===== src/rtl/ddr_mrs_sequencer_pkg.sv =====
// Shared types, defaults and mode-register encoders for the DDR4 MRS update sequencer.
package ddr_mrs_sequencer_pkg;

  localparam int DEF_T_RP  = 12;
  localparam int DEF_T_MRD = 8;
  localparam int DEF_T_MOD = 24;
  localparam int DEF_CNT_W = 6;

  typedef enum logic [1:0] {
    CMD_NOP  = 2'b00,
    CMD_PREA = 2'b01,
    CMD_MRS  = 2'b10
  } cmd_type_t;

  typedef enum logic [2:0] {
    ST_IDLE,
    ST_DRAIN,
    ST_PREA,
    ST_WAIT_RP,
    ST_MRS,
    ST_WAIT_MRD,
    ST_WAIT_MOD
  } mrs_state_t;

  typedef struct packed {
    logic [2:0] cl;
    logic [2:0] bl;
    logic [2:0] al;
    logic [2:0] cwl;
    logic       rd_pre;
    logic       wr_pre;
  } mrs_cfg_t;

  // Issue order is MR4, MR2, MR1, MR0; two bits per slot, slot 0 in the LSBs.
  localparam logic [7:0] MR_BG = 8'b00_00_00_01;
  localparam logic [7:0] MR_BA = 8'b00_01_10_00;

  // PREA drives A10 high so every bank is closed.
  localparam logic [17:0] PREA_ADDR = 18'h00400;

  function automatic logic [17:0] enc_mr0(mrs_cfg_t c);
    logic [17:0] w;
    w      = '0;
    w[6:4] = c.cl;
    w[1:0] = (c.bl < 3'd3) ? c.bl[1:0] : 2'b00;
    return w;
  endfunction

  function automatic logic [17:0] enc_mr1(mrs_cfg_t c);
    logic [17:0] w;
    w      = '0;
    w[0]   = 1'b1;
    w[4:3] = (c.al < 3'd3) ? c.al[1:0] : 2'b00;
    return w;
  endfunction

  function automatic logic [17:0] enc_mr2(mrs_cfg_t c);
    logic [17:0] w;
    w      = '0;
    w[5:3] = c.cwl;
    return w;
  endfunction

  function automatic logic [17:0] enc_mr4(mrs_cfg_t c);
    logic [17:0] w;
    w     = '0;
    w[11] = c.rd_pre;
    w[12] = c.wr_pre;
    return w;
  endfunction

  function automatic logic [17:0] mr_word(logic [1:0] idx, mrs_cfg_t c);
    case (idx)
      2'd0:    return enc_mr4(c);
      2'd1:    return enc_mr2(c);
      2'd2:    return enc_mr1(c);
      default: return enc_mr0(c);
    endcase
  endfunction

  function automatic logic [1:0] mr_bg(logic [1:0] idx);
    return MR_BG[int'(idx)*2 +: 2];
  endfunction

  function automatic logic [1:0] mr_ba(logic [1:0] idx);
    return MR_BA[int'(idx)*2 +: 2];
  endfunction

endpackage


===== src/rtl/ddr_mrs_sequencer_if.sv =====
// Command-bus request/grant link between the MRS sequencer and the command arbiter.
interface ddr_mrs_sequencer_if;
  import ddr_mrs_sequencer_pkg::*;

  logic        cmd_valid;
  logic        cmd_gnt;
  cmd_type_t   cmd_type;
  logic [1:0]  cmd_bg;
  logic [1:0]  cmd_ba;
  logic [17:0] cmd_addr;

  modport master (
    output cmd_valid, cmd_type, cmd_bg, cmd_ba, cmd_addr,
    input  cmd_gnt
  );

  modport slave (
    input  cmd_valid, cmd_type, cmd_bg, cmd_ba, cmd_addr,
    output cmd_gnt
  );
endinterface


===== src/rtl/ddr_mrs_sequencer_timer.sv =====
// Loadable down-counter that saturates at zero; used for tRP/tMRD/tMOD spacing.
module ddr_cmd_timer #(
  parameter int CNT_W = 6
) (
  input  logic             clk_sys,
  input  logic             rst_b,
  input  logic             load,
  input  logic [CNT_W-1:0] load_val,
  input  logic             dec,
  output logic [CNT_W-1:0] cnt,
  output logic             zero
);

  always_ff @(posedge clk_sys or negedge rst_b) begin
    if (!rst_b) begin
      cnt <= '0;
    end else if (load) begin
      cnt <= load_val;
    end else if (dec && (cnt != '0)) begin
      cnt <= cnt - 1'b1;
    end
  end

  assign zero = (cnt == '0);

endmodule


===== src/rtl/ddr_mrs_sequencer.sv =====
// Gates host traffic, drains the controller, then issues PREA and MRS to MR4/MR2/MR1/MR0.
//   state       | meaning
//   ST_IDLE     | traffic open unless an update is pending
//   ST_DRAIN    | traffic closed, waiting for ctrl_busy to fall
//   ST_PREA     | requesting precharge-all
//   ST_WAIT_RP  | tRP spacing before the first MRS
//   ST_MRS      | requesting MRS to the register selected by mr_idx
//   ST_WAIT_MRD | tMRD spacing between MRS commands
//   ST_WAIT_MOD | tMOD spacing before traffic reopens
module ddr_mrs_sequencer
  import ddr_mrs_sequencer_pkg::*;
#(
  parameter int T_RP  = DEF_T_RP,
  parameter int T_MRD = DEF_T_MRD,
  parameter int T_MOD = DEF_T_MOD,
  parameter int CNT_W = DEF_CNT_W
) (
  input  logic       CK_t,
  input  logic       RESET_n,
  input  logic       mrs_update,
  input  logic [2:0] CL,
  input  logic [2:0] BL,
  input  logic [2:0] AL,
  input  logic [2:0] CWL,
  input  logic       RD_PRE,
  input  logic       WR_PRE,
  input  logic       ctrl_busy,
  output logic       cmd_rdy,
  output logic       mrs_done,
  output logic       cfg_err,
  ddr_mrs_sequencer_if.master cmd
);

  mrs_state_t       state, state_nxt;
  mrs_cfg_t         shadow, run_cfg;
  logic             pending;
  logic [1:0]       mr_idx;
  logic             leave_idle;
  logic             tmr_load, tmr_dec, tmr_zero, tmr_tc;
  logic [CNT_W-1:0] tmr_val, tmr_cnt;
  logic             idx_inc, done_set;

  assign leave_idle = (state == ST_IDLE) && pending;
  assign cmd_rdy    = (state == ST_IDLE) && !pending;
  // Leaving a WAIT one count early makes the handshake-to-handshake gap exactly T.
  assign tmr_tc     = (tmr_cnt <= CNT_W'(1));

  ddr_cmd_timer #(.CNT_W(CNT_W)) u_timer (
    .clk_sys  (CK_t),
    .rst_b    (RESET_n),
    .load     (tmr_load),
    .load_val (tmr_val),
    .dec      (tmr_dec),
    .cnt      (tmr_cnt),
    .zero     (tmr_zero)
  );

  // A capture always re-arms pending, even when it lands on the cycle IDLE is left.
  always_ff @(posedge CK_t or negedge RESET_n) begin
    if (!RESET_n) begin
      shadow  <= '0;
      run_cfg <= '0;
      pending <= 1'b1;
      cfg_err <= 1'b0;
    end else begin
      if (mrs_update) begin
        shadow  <= {CL, BL, AL, CWL, RD_PRE, WR_PRE};
        cfg_err <= (BL >= 3'd3) || (AL >= 3'd3);
      end
      if (mrs_update) begin
        pending <= 1'b1;
      end else if (leave_idle) begin
        pending <= 1'b0;
      end
      if (leave_idle) begin
        run_cfg <= shadow;
      end
    end
  end

  always_ff @(posedge CK_t or negedge RESET_n) begin
    if (!RESET_n) begin
      state    <= ST_IDLE;
      mr_idx   <= 2'd0;
      mrs_done <= 1'b0;
    end else begin
      state    <= state_nxt;
      mrs_done <= done_set;
      if (leave_idle) begin
        mr_idx <= 2'd0;
      end else if (idx_inc) begin
        mr_idx <= mr_idx + 2'd1;
      end
    end
  end

  always_comb begin
    state_nxt     = state;
    tmr_load      = 1'b0;
    tmr_val       = '0;
    tmr_dec       = 1'b0;
    idx_inc       = 1'b0;
    done_set      = 1'b0;
    cmd.cmd_valid = 1'b0;
    cmd.cmd_type  = CMD_NOP;
    cmd.cmd_bg    = 2'b00;
    cmd.cmd_ba    = 2'b00;
    cmd.cmd_addr  = '0;
    unique case (state)
      ST_IDLE: begin
        if (pending) state_nxt = ST_DRAIN;
      end
      ST_DRAIN: begin
        if (!ctrl_busy) state_nxt = ST_PREA;
      end
      ST_PREA: begin
        cmd.cmd_valid = 1'b1;
        cmd.cmd_type  = CMD_PREA;
        cmd.cmd_addr  = PREA_ADDR;
        if (cmd.cmd_gnt) begin
          tmr_load  = 1'b1;
          tmr_val   = CNT_W'(T_RP - 1);
          state_nxt = ST_WAIT_RP;
        end
      end
      ST_WAIT_RP: begin
        tmr_dec = 1'b1;
        if (tmr_tc) state_nxt = ST_MRS;
      end
      ST_MRS: begin
        cmd.cmd_valid = 1'b1;
        cmd.cmd_type  = CMD_MRS;
        cmd.cmd_bg    = mr_bg(mr_idx);
        cmd.cmd_ba    = mr_ba(mr_idx);
        cmd.cmd_addr  = mr_word(mr_idx, run_cfg);
        if (cmd.cmd_gnt) begin
          idx_inc  = 1'b1;
          tmr_load = 1'b1;
          if (mr_idx == 2'd3) begin
            tmr_val   = CNT_W'(T_MOD - 1);
            state_nxt = ST_WAIT_MOD;
          end else begin
            tmr_val   = CNT_W'(T_MRD - 1);
            state_nxt = ST_WAIT_MRD;
          end
        end
      end
      ST_WAIT_MRD: begin
        tmr_dec = 1'b1;
        if (tmr_tc) state_nxt = ST_MRS;
      end
      ST_WAIT_MOD: begin
        tmr_dec = 1'b1;
        // Running down to zero here adds the IDLE-entry cycle to tMOD.
        if (tmr_zero) begin
          state_nxt = ST_IDLE;
          done_set  = 1'b1;
        end
      end
      default: state_nxt = ST_IDLE;
    endcase
  end

endmodule

===== src/flat_wrapper.sv =====
// flat-port wrapper written by rule: the top's interface ports become plain ports
module ddr_mrs_sequencer_flat import ddr_mrs_sequencer_pkg::*;
#(
  parameter int T_RP  = DEF_T_RP,
  parameter int T_MRD = DEF_T_MRD,
  parameter int T_MOD = DEF_T_MOD,
  parameter int CNT_W = DEF_CNT_W
)
  (CK_t, RESET_n, mrs_update, CL, BL, AL, CWL, RD_PRE, WR_PRE, ctrl_busy, cmd_rdy, mrs_done, cfg_err, cmd_cmd_valid, cmd_cmd_type, cmd_cmd_bg, cmd_cmd_ba, cmd_cmd_addr, cmd_cmd_gnt);
  ddr_mrs_sequencer_if cmd_i ();
  input  logic CK_t;
  input  logic RESET_n;
  input  logic mrs_update;
  input  logic [2:0] CL;
  input  logic [2:0] BL;
  input  logic [2:0] AL;
  input  logic [2:0] CWL;
  input  logic RD_PRE;
  input  logic WR_PRE;
  input  logic ctrl_busy;
  output logic cmd_rdy;
  output logic mrs_done;
  output logic cfg_err;
  output wire logic [$bits(cmd_i.cmd_valid)-1:0] cmd_cmd_valid;
  output wire logic [$bits(cmd_i.cmd_type)-1:0] cmd_cmd_type;
  output wire logic [$bits(cmd_i.cmd_bg)-1:0] cmd_cmd_bg;
  output wire logic [$bits(cmd_i.cmd_ba)-1:0] cmd_cmd_ba;
  output wire logic [$bits(cmd_i.cmd_addr)-1:0] cmd_cmd_addr;
  input wire logic [$bits(cmd_i.cmd_gnt)-1:0] cmd_cmd_gnt;
  assign cmd_cmd_valid = cmd_i.cmd_valid;
  assign cmd_cmd_type = cmd_i.cmd_type;
  assign cmd_cmd_bg = cmd_i.cmd_bg;
  assign cmd_cmd_ba = cmd_i.cmd_ba;
  assign cmd_cmd_addr = cmd_i.cmd_addr;
  assign cmd_i.cmd_gnt = cmd_cmd_gnt;
  ddr_mrs_sequencer #(.T_RP(T_RP), .T_MRD(T_MRD), .T_MOD(T_MOD), .CNT_W(CNT_W)) u_core (.CK_t(CK_t), .RESET_n(RESET_n), .mrs_update(mrs_update), .CL(CL), .BL(BL), .AL(AL), .CWL(CWL), .RD_PRE(RD_PRE), .WR_PRE(WR_PRE), .ctrl_busy(ctrl_busy), .cmd_rdy(cmd_rdy), .mrs_done(mrs_done), .cfg_err(cfg_err), .cmd(cmd_i));
endmodule

===== config.mk =====
export PLATFORM = sky130hd
export DESIGN_NAME = ddr_mrs_sequencer_flat
export DESIGN_NICKNAME = d
export VERILOG_FILES = /design/src/rtl/ddr_mrs_sequencer_pkg.sv /design/src/rtl/ddr_mrs_sequencer_if.sv /design/src/rtl/ddr_mrs_sequencer_timer.sv /design/src/rtl/ddr_mrs_sequencer.sv /design/src/flat_wrapper.sv
export SDC_FILE = /design/constraint.sdc
export NUM_CORES = 1
export LEC_CHECK = 0
export ABC_CLOCK_PERIOD_IN_PS = 2400
export BUFFER_PORTS_ARGS = -buffer_cell sky130_fd_sc_hd__buf_2
export CELL_PAD_IN_SITES_DETAIL_PLACEMENT = 0
export CELL_PAD_IN_SITES_GLOBAL_PLACEMENT = 2
export CORE_ASPECT_RATIO = 0.6
export CORE_UTILIZATION = 35
export DETAILED_ROUTE_END_ITERATION = 6
export HOLD_SLACK_MARGIN = 0.12
export PLACE_DENSITY = 0.9
export SLEW_MARGIN = 5
export SYNTH_ARGS = -nofsm -noshare
export SYNTH_HDL_FRONTEND = slang
export SYNTH_SLANG_ARGS = --single-unit

===== constraint.sdc =====
create_clock -name CK_t -period 2.4 [get_ports CK_t]
set_clock_uncertainty 0.15 [all_clocks]
set_input_delay 0 -clock CK_t [delete_from_list [all_inputs] [get_ports CK_t]]
set_output_delay 0 -clock CK_t [all_outputs]
set_load 0.01 [all_outputs]

==> summary.txt, run 1 <==
CTS
  • Clock sinks: 42
  • Clk root buf: clkbuf_8
  • Post-CTS Setup Bufs: 0
  • TritonCTS clock tree: yes
  • Clk_lat worst skew: 0.29 ns
  • Clk buf depth: 2
  • Num CTS Buffers: 5
  • Clock slew seen by the registers of the worst setup and hold paths: around 0.080 ns
  • H-tree levels: 2

Setup path
  • Worst Setup Start Kind: flop
  • Worst Setup EP: u_core.state[1]
  • Crit path cell chain: nor4_4, o211ai_1, o2bb2ai_2, or3_4, a211o_1
  • Critical path origin: u_core.u_timer.cnt[2]
  • CP peak stage delay: between 0.4 and 0.5 ns
  • Crit-path max FO: 6
  • Worst Path Required: roughly 2.4 ns
  • R2r startpoint: u_core.u_timer.cnt[2]
  • Crit path kind: reg -> reg
  • Worst path slowest cell: dfrtp_1
  • Reg2Reg Depth: 5
  • FF-to-FF End: u_core.state[1]
  • Data arrival at the endpoint of the critical path: between 2 and 2.5 ns
  • Worst reg2reg setup slack: around 0.23 ns
  • Nature of the critical path endpoint: flop

Power
  • Leakage: ~1.3 nW
  • NetSw: between 1 and 1.5 mW
  • Sequential share of power: 40.2%
  • Clock network fraction of total power: between 10% and 20%
  • Maximum VDD drop: around 0.35 mV
  • Comb pwr share: around two fifths
  • Internal power consumption: about 1.9 mW
  • Power density over the cells: between 1000 and 1500 nW/um2
  • Switching portion of total power: 36.8%

Detailed routing
  • Remaining DRCs: 0
  • DR WL/cell: between 10 and 15 um
  • Via Count: approximately 1,700
  • Post-DR vias/cell: 4.79
  • Remaining antenna violation count after routing: 0
  • DRT iter0 DRCs: between 80 and 90
  • WL final: approximately 5000 um
  • Number of detailed-route iterations in the first pass: 4

Final layout
  • Final nets: between 300 and 400
  • Final Non-Filler Cells: about 360
  • Most common cell after layout, fill and taps aside: dfrtp_1
  • Sequential Area: about 1100 um2
  • Area of the multi-input gates: 1110 um2
  • Most frequent cells in the layout: dfrtp_1 (40), buf_2 (36), dlygate4sd3_1 (33)
  • Fraction of layout cells with a size suffix above 1: between 30% and 40%
  • Fillers: 608
  • Layout area overhead: 25.4%
  • Antenna cells: 0
  • Final core utilization: 46.7%

Run status
  • Status: complete, no violations

Placement
  • Port bufs: 36
  • HPWL Detailed: about 3500 um
  • Placed cells: 320
  • Pre-CTS setup slack: 0.162 ns
  • Final GP Congestion: 0.752

Timing
  • Fin crit share: between 90 and 100%
  • Fin. max-slew vios: 0
  • Final hold vios: 0
  • RSZ-0062 raised after global routing: false
  • Max-slew headroom: between 30% and 40%
  • Fmax: 0.461 GHz
  • Setup slack after layout: about 0.23 ns
  • Final Critical Period: around 2.2 ns
  • Worst Tran Pin Value: a little over 0.9 ns
  • Final setup viols: 0
  • Setup TNS: 0 ns

Floorplan
  • FP Rows: 22
  • Die W: 107 um
  • Core Area: approximately 6300 um2
  • Starting Density: 37.2%
  • Die footprint: 7020 um2
  • # IOs: 47
  • Die height: approximately 65 um

GRT
  • Vias in the first global route: roughly 1,700
  • Initial antenna violation count: 0
  • Gr usage total: between 10% and 20%
  • GRT Residual Overflow: 0
  • First-pass GRT wire length: between 8000 and 9000 um
  • Largest net degree at the start of global routing: between 40 and 50

Logic synthesis
  • Sequential-to-total area share from yosys stat: around 45%
  • Post-synth EDFFs: 0
  • Synth Instances: between 200 and 250
  • Main synth FF type: dfrtp_1
  • Netlist Area Pre-Place: roughly 2300 um2
  • Flops & latches, synth: 42
  • Netlist cell types: 50
  • Syn avg cell area: 11.1 um2
  • Ys async rst share: 100%
  • Yosys Warn Count: 0

Hold path
  • Worst min-delay path category: in -> async

Flow run
  • Maxcap violations: 0
==> power groups by stage <==
stage | sequential, mW | clock, mW | combinational (mW)
4_1_cts | 1.23 | 0.568 | 1.29
3_5_place_dp | 1.24 | 0 | 1.22
5_1_grt | 1.28 | 0.605 | 1.43
2_1_floorplan | 1.09 | 0 | 1.12
6_report | 1.23 | 0.550 | 1.28
3_3_place_gp | 1.23 | 0 | 1.20
==> registers in the layout, summed over array words and instances (netlist names) <==
name	flops
u_core.cfg_err	1
u_core.mr_idx	2
u_core.mrs_done	1
u_core.pending	1
u_core.run_cfg	14
u_core.shadow	14
u_core.state	3
u_core.u_timer.cnt	6
==> stage by stage <==
step                      cell area, um2  power (mW)  hold slack [ns]
after floorplan                     2370        2.22           -0.446
after global placement              2490        2.43           0.0567
after detailed placement            2490        2.46           0.0552
after CTS                           2930        3.08            0.277
after global routing                2930        3.31            0.333
final                               2930        3.05            0.233
==> how the worst min path moves through the flow <==
stage,endpoint,cells after the start
2_1_floorplan,u_core.cfg_err,0
3_3_place_gp,u_core.u_timer.cnt[1],1
3_5_place_dp,u_core.u_timer.cnt[1],1
4_1_cts,u_core.mrs_done,2
5_1_grt,u_core.mrs_done,2
6_report,u_core.u_timer.cnt[1],2
==> per-layer routing <==
metal / share of wire (%) / GRT usage, % / vias up
met3: 4.3 / 3.47 / 5
li1: - / - / 848
met5: 0 / 0 / -
met1: 55 / 24.5 / 842
met4: 0.92 / 4.11 / 0
met2: 40 / 22.1 / 35
==> area by class of cell <==
cell class / instances / share of cell area [%]
clock buffers: 5 / 2.35
clock inverters: 3 / 1.37
inverters: 6 / 0.769
multi-input cells: 149 / 37.8
flip-flops and latches: 42 / 36.0
well taps: 84 / 3.59
repair buffers: 72 / 18.2
==> cell families (layout without fill, tap and decap cells) <==
kind of cell    Yosys count  count (layout)  share of synthesized area (%)
mux                      30              30                           14.4
simple gates             68              68                           17.5
fa+ha+maj                 8               8                           4.29
compound gates           29              29                           8.19
other cells               1              10                          0.161
flops                    42              42                           45.0
xor+xnor                  4               4                           1.50
buf+inv                  28              86                           9.00
==> worst max-delay path, delay by kind of cell, from the launching register on <==
kind	cells	cell delay (ns)
AO/OA/AOI/OAI	3	0.66
flip-flops	1	0.44
AND/OR/NAND/NOR	2	0.80
==> timing repair <==
action,in CTS,in global routing
endpoints found under the hold margin,65,0
setup endpoints to repair,0,3
hold buffers,33,0
gates resized for setup,0,2
==> cells in the mapped netlist (3+ instances only) <==
master	instances	area (um2)
nor3b_1	3	22.5
clkbuf_8	4	55.1
xnor2_1	4	35.0
clkbuf_1	3	11.3
nand3_1	5	25.0
buf_4	11	82.6
dfrtp_1	41	1030
mux2_2	28	315
ha_1	8	100
o21ai_0	7	35.0
buf_6	3	33.8
nor2_1	17	63.8
a21oi_1	10	50.1
nor3_1	3	15.0
inv_1	6	22.5
nand2_1	13	48.8
and3_1	3	18.8
(Power assumes the default switching activity.)
==> run 2, diff against run 1 <==
--- a/config.mk
+++ b/config.mk
@@ -9,12 +9,13 @@
 export BUFFER_PORTS_ARGS = -buffer_cell sky130_fd_sc_hd__buf_2
 export CELL_PAD_IN_SITES_DETAIL_PLACEMENT = 0
 export CELL_PAD_IN_SITES_GLOBAL_PLACEMENT = 2
-export CORE_ASPECT_RATIO = 0.6
+export CORE_ASPECT_RATIO = 1.1
 export CORE_UTILIZATION = 35
 export DETAILED_ROUTE_END_ITERATION = 6
 export HOLD_SLACK_MARGIN = 0.12
-export PLACE_DENSITY = 0.9
+export PLACE_DENSITY = 0.91
 export SLEW_MARGIN = 5
 export SYNTH_ARGS = -nofsm -noshare
 export SYNTH_HDL_FRONTEND = slang
+export SYNTH_HIERARCHICAL = 1
 export SYNTH_SLANG_ARGS = --single-unit
==> run 2 against run 1 <==
  * First-iteration DRC count shrank 50%
  * Sequential power shrank 8%
  * Wire length shrank 5.7%
  * Register-to-register slack gained 0.03 ns
  * Count of clock-buffer cells in the layout grew 1
  * Largest power group unchanged
==> summary.txt, run 2 <==
Logic synthesis
  • Flops & latches, synth: 42
  • Main combinational cell family by area after synthesis: simple AND/OR/NAND/NOR gates
  • Synth area leaders: dfrtp_1 (45%), mux2_2 (14%), buf_4 (4.0%)
  • Synth Area in Simple Gates: between 10% and 20%
  • Yosys Warn Count: 6
  • Adder-cell share of the synthesized area: 3.31%
  • Netlist Area Pre-Place: between 2000 and 2500 um2
  • Main synth FF type: dfrtp_1
  • Syn avg cell area: roughly 11 um2
  • Most frequent cell after synthesis: dfrtp_1
  • Most frequent cells after synthesis: dfrtp_1 (41), mux2_2 (29), nor2_1 (13), buf_4 (12), nand2_1 (10)
  • Netlist cell types: 47
  • Area leader, netlist: dfrtp_1
  • Synth Area in Compound Gates: 9.54%
  • Sequential-to-total area share from yosys stat: between 40% and 50%
  • Top cell type's share of synthesized area: about 45%
  • Post-synth EDFFs: 0
  • Synth Instances: approximately 210
  • Ys async rst share: 100%
  • Multiplexer share of the synthesized area: between 10% and 20%
  • Synth Area in XOR/XNOR: under 10%

Timing
  • Fmax: ~0.47 GHz
  • Worst hold slack: between 0.2 and 0.25 ns
  • Setup TNS: 0 ns
  • Fin. max-slew vios: 0
  • Final hold vios: 0
  • Max-slew headroom: 36.4%
  • Final Critical Period: 2.14 ns
  • Setup slack after layout: ~0.26 ns
  • Worst Tran Pin Value: between 0.9 and 1 ns
  • RSZ-0062 raised after global routing: false
  • Fin crit share: around nine tenths
  • Final setup viols: 0

Placement
  • HPWL Detailed: 3140 um
  • Final GP Congestion: around 0.76
  • Placed cells: about 320
  • Pre-CTS setup slack: ~0.28 ns
  • Port bufs: 36

Final layout
  • Most frequent cells in the layout: dfrtp_1 (41), buf_2 (36), dlygate4sd3_1 (32)
  • Final Non-Filler Cells: 357
  • Fillers: 609
  • Most common cell after layout, fill and taps aside: dfrtp_1
  • Antenna cells: 0
  • Fraction of layout cells with a size suffix above 1: a little under a third
  • Largest regs: u_core/run_cfg: 14 flops, u_core/shadow: 14 flops, u_core/u_timer/cnt: 6 flops
  • Layout area overhead: 29.0%
  • Final core utilization: between 40% and 50%
  • Final nets: roughly 300

GRT
  • Vias in the first global route: ~1,700
  • Initial antenna violation count: 0
  • First-pass GRT wire length: between 7000 and 8000 um
  • GRT Residual Overflow: 0
  • Gr usage total: 15.0%
  • Largest net degree at the start of global routing: between 40 and 50

Floorplan
  • # IOs: 47
  • Core Area: between 6000 and 7000 um2
  • Starting Density: between 30% and 40%
  • FP Rows: 30
  • Die height: between 80 and 90 um
  • Die W: between 70 and 80 um
  • Die footprint: roughly 6800 um2

Setup path
  • R2r startpoint: u_core/u_timer/cnt[0]
  • FF-to-FF End: u_core/state[1]
  • Reg2Reg Depth: 8
  • Nature of the critical path endpoint: flop
  • Worst reg2reg setup slack: approximately 0.26 ns
  • Crit path kind: reg -> reg
  • Worst Setup Start Kind: flop
  • Data arrival at the endpoint of the critical path: ~2.2 ns
  • Worst Path Required: roughly 2.4 ns
  • Crit-path max FO: 6

CTS
  • Post-cts sizing count: 0
  • H-tree levels: 2
  • Post-CTS Setup Bufs: 0
  • Clk root buf: clkbuf_8
  • Clk_lat worst skew: 0.29 ns
  • Clk buf depth: 2
  • Clock slew seen by the registers of the worst setup and hold paths: ~0.090 ns
  • Hold_buf cts: 32
  • TritonCTS clock tree: yes
  • Clock sinks: 42
  • Num CTS Buffers: 5

Detailed routing
  • Remaining DRCs: 0
  • Met3 wire len: ~140 um
  • DR WL/cell: about 13 um
  • Via Count: approximately 1,700
  • Post-DR vias/cell: between 4 and 5
  • Wire length on met1: ~2200 um
  • DRT iter0 DRCs: 43
  • Number of detailed-route iterations in the first pass: 4
  • Met2 routed WL: between 2000 and 2500 um
  • Remaining antenna violation count after routing: 0
  • WL final: about 4700 um
  • Uppermost layer routed: met4

Power
  • Maximum VDD drop: around 0.43 mV
  • Leakage: 1.33 nW
  • Power density over the cells: slightly below 1000 nW/um2

Run status
  • Status: complete, no violations

Flow run
  • Maxcap violations: 0

Hold path
  • Worst min-delay path category: in -> async
## run 2: cell types whose count changed after synthesis, sizes merged, moves of 3 or more
cell / delta
and2: +5
nor2: -4
o21ai: -4
buf: +3
clkbuf: -3
nand2: -3
## run 2: worst max path at each step
stage | startpoint | end | slack [ns] | cells after the start
floorplan | u_core/state[2] | u_core/u_timer/cnt[3] | 0.02 | 7
global placement | u_core/u_timer/cnt[0] | u_core/state[1] | 0.33 | 8
detailed placement | u_core/u_timer/cnt[0] | u_core/state[1] | 0.28 | 8
CTS | u_core/u_timer/cnt[0] | u_core/state[1] | 0.26 | 8
global route | u_core/u_timer/cnt[0] | u_core/state[1] | 0.15 | 8
finish | u_core/u_timer/cnt[0] | u_core/state[1] | 0.26 | 8
## run 2: final cells by class
cell class                 instances  area, um2  share of cell area, %
clock buffer                       6       82.6                   2.82
sequential                        42       1050                   36.0
inverter                           8       30.0                   1.03
multi-input combinational        144       1090                   37.3
clock inverter                     2       16.3                  0.556
tap                               80        100                   3.42
timing repair buffer              75        553                   18.9
## run 2: worst max-delay path: stages, from the launching register on
cell and delay (ns):
dfrtp_1 0.37, inv_1 0.09, ha_1 0.22, nand2b_1 0.18, nor2_1 0.11, mux2_2 0.27, o2bb2a_2 0.27, nand3_2 0.08
mux2_4 0.29
## run 2: metrics by stage
stage / total power, mW / instance area (um2)
global placement: 2.25 / 2510
finish: 2.82 / 2930
detailed placement: 2.28 / 2510
CTS: 2.85 / 2930
global route: 3.03 / 2930
floorplan: 1.99 / 2310
## run 2: kinds of logic (layout without fill, tap and decap cells)
group	count (synthesis)	count (layout)
other	1	11
buffers and inverters	30	91
multiplexers	32	32
adder cells (fa/ha/maj)	6	6
AO/OA/AOI/OAI	31	31
XOR/XNOR	3	3
flip-flops	42	42
AND/OR/NAND/NOR	61	61
## run 2: power by group
| part | switching [mW] | internal (mW) |
|---|---|---|
| registers | 0.186 | 0.948 |
| clock network | 0.260 | 0.237 |
| logic | 0.556 | 0.634 |
## run 2: metal layers
| metal | up-vias | track usage (%) |
|---|---|---|
| li1 | 851 | - |
| met1 | 846 | 18.8 |
| met2 | 33 | 25.7 |
| met3 | 4 | 2.95 |
| met4 | 0 | 5.05 |
| met5 | - | 0 |
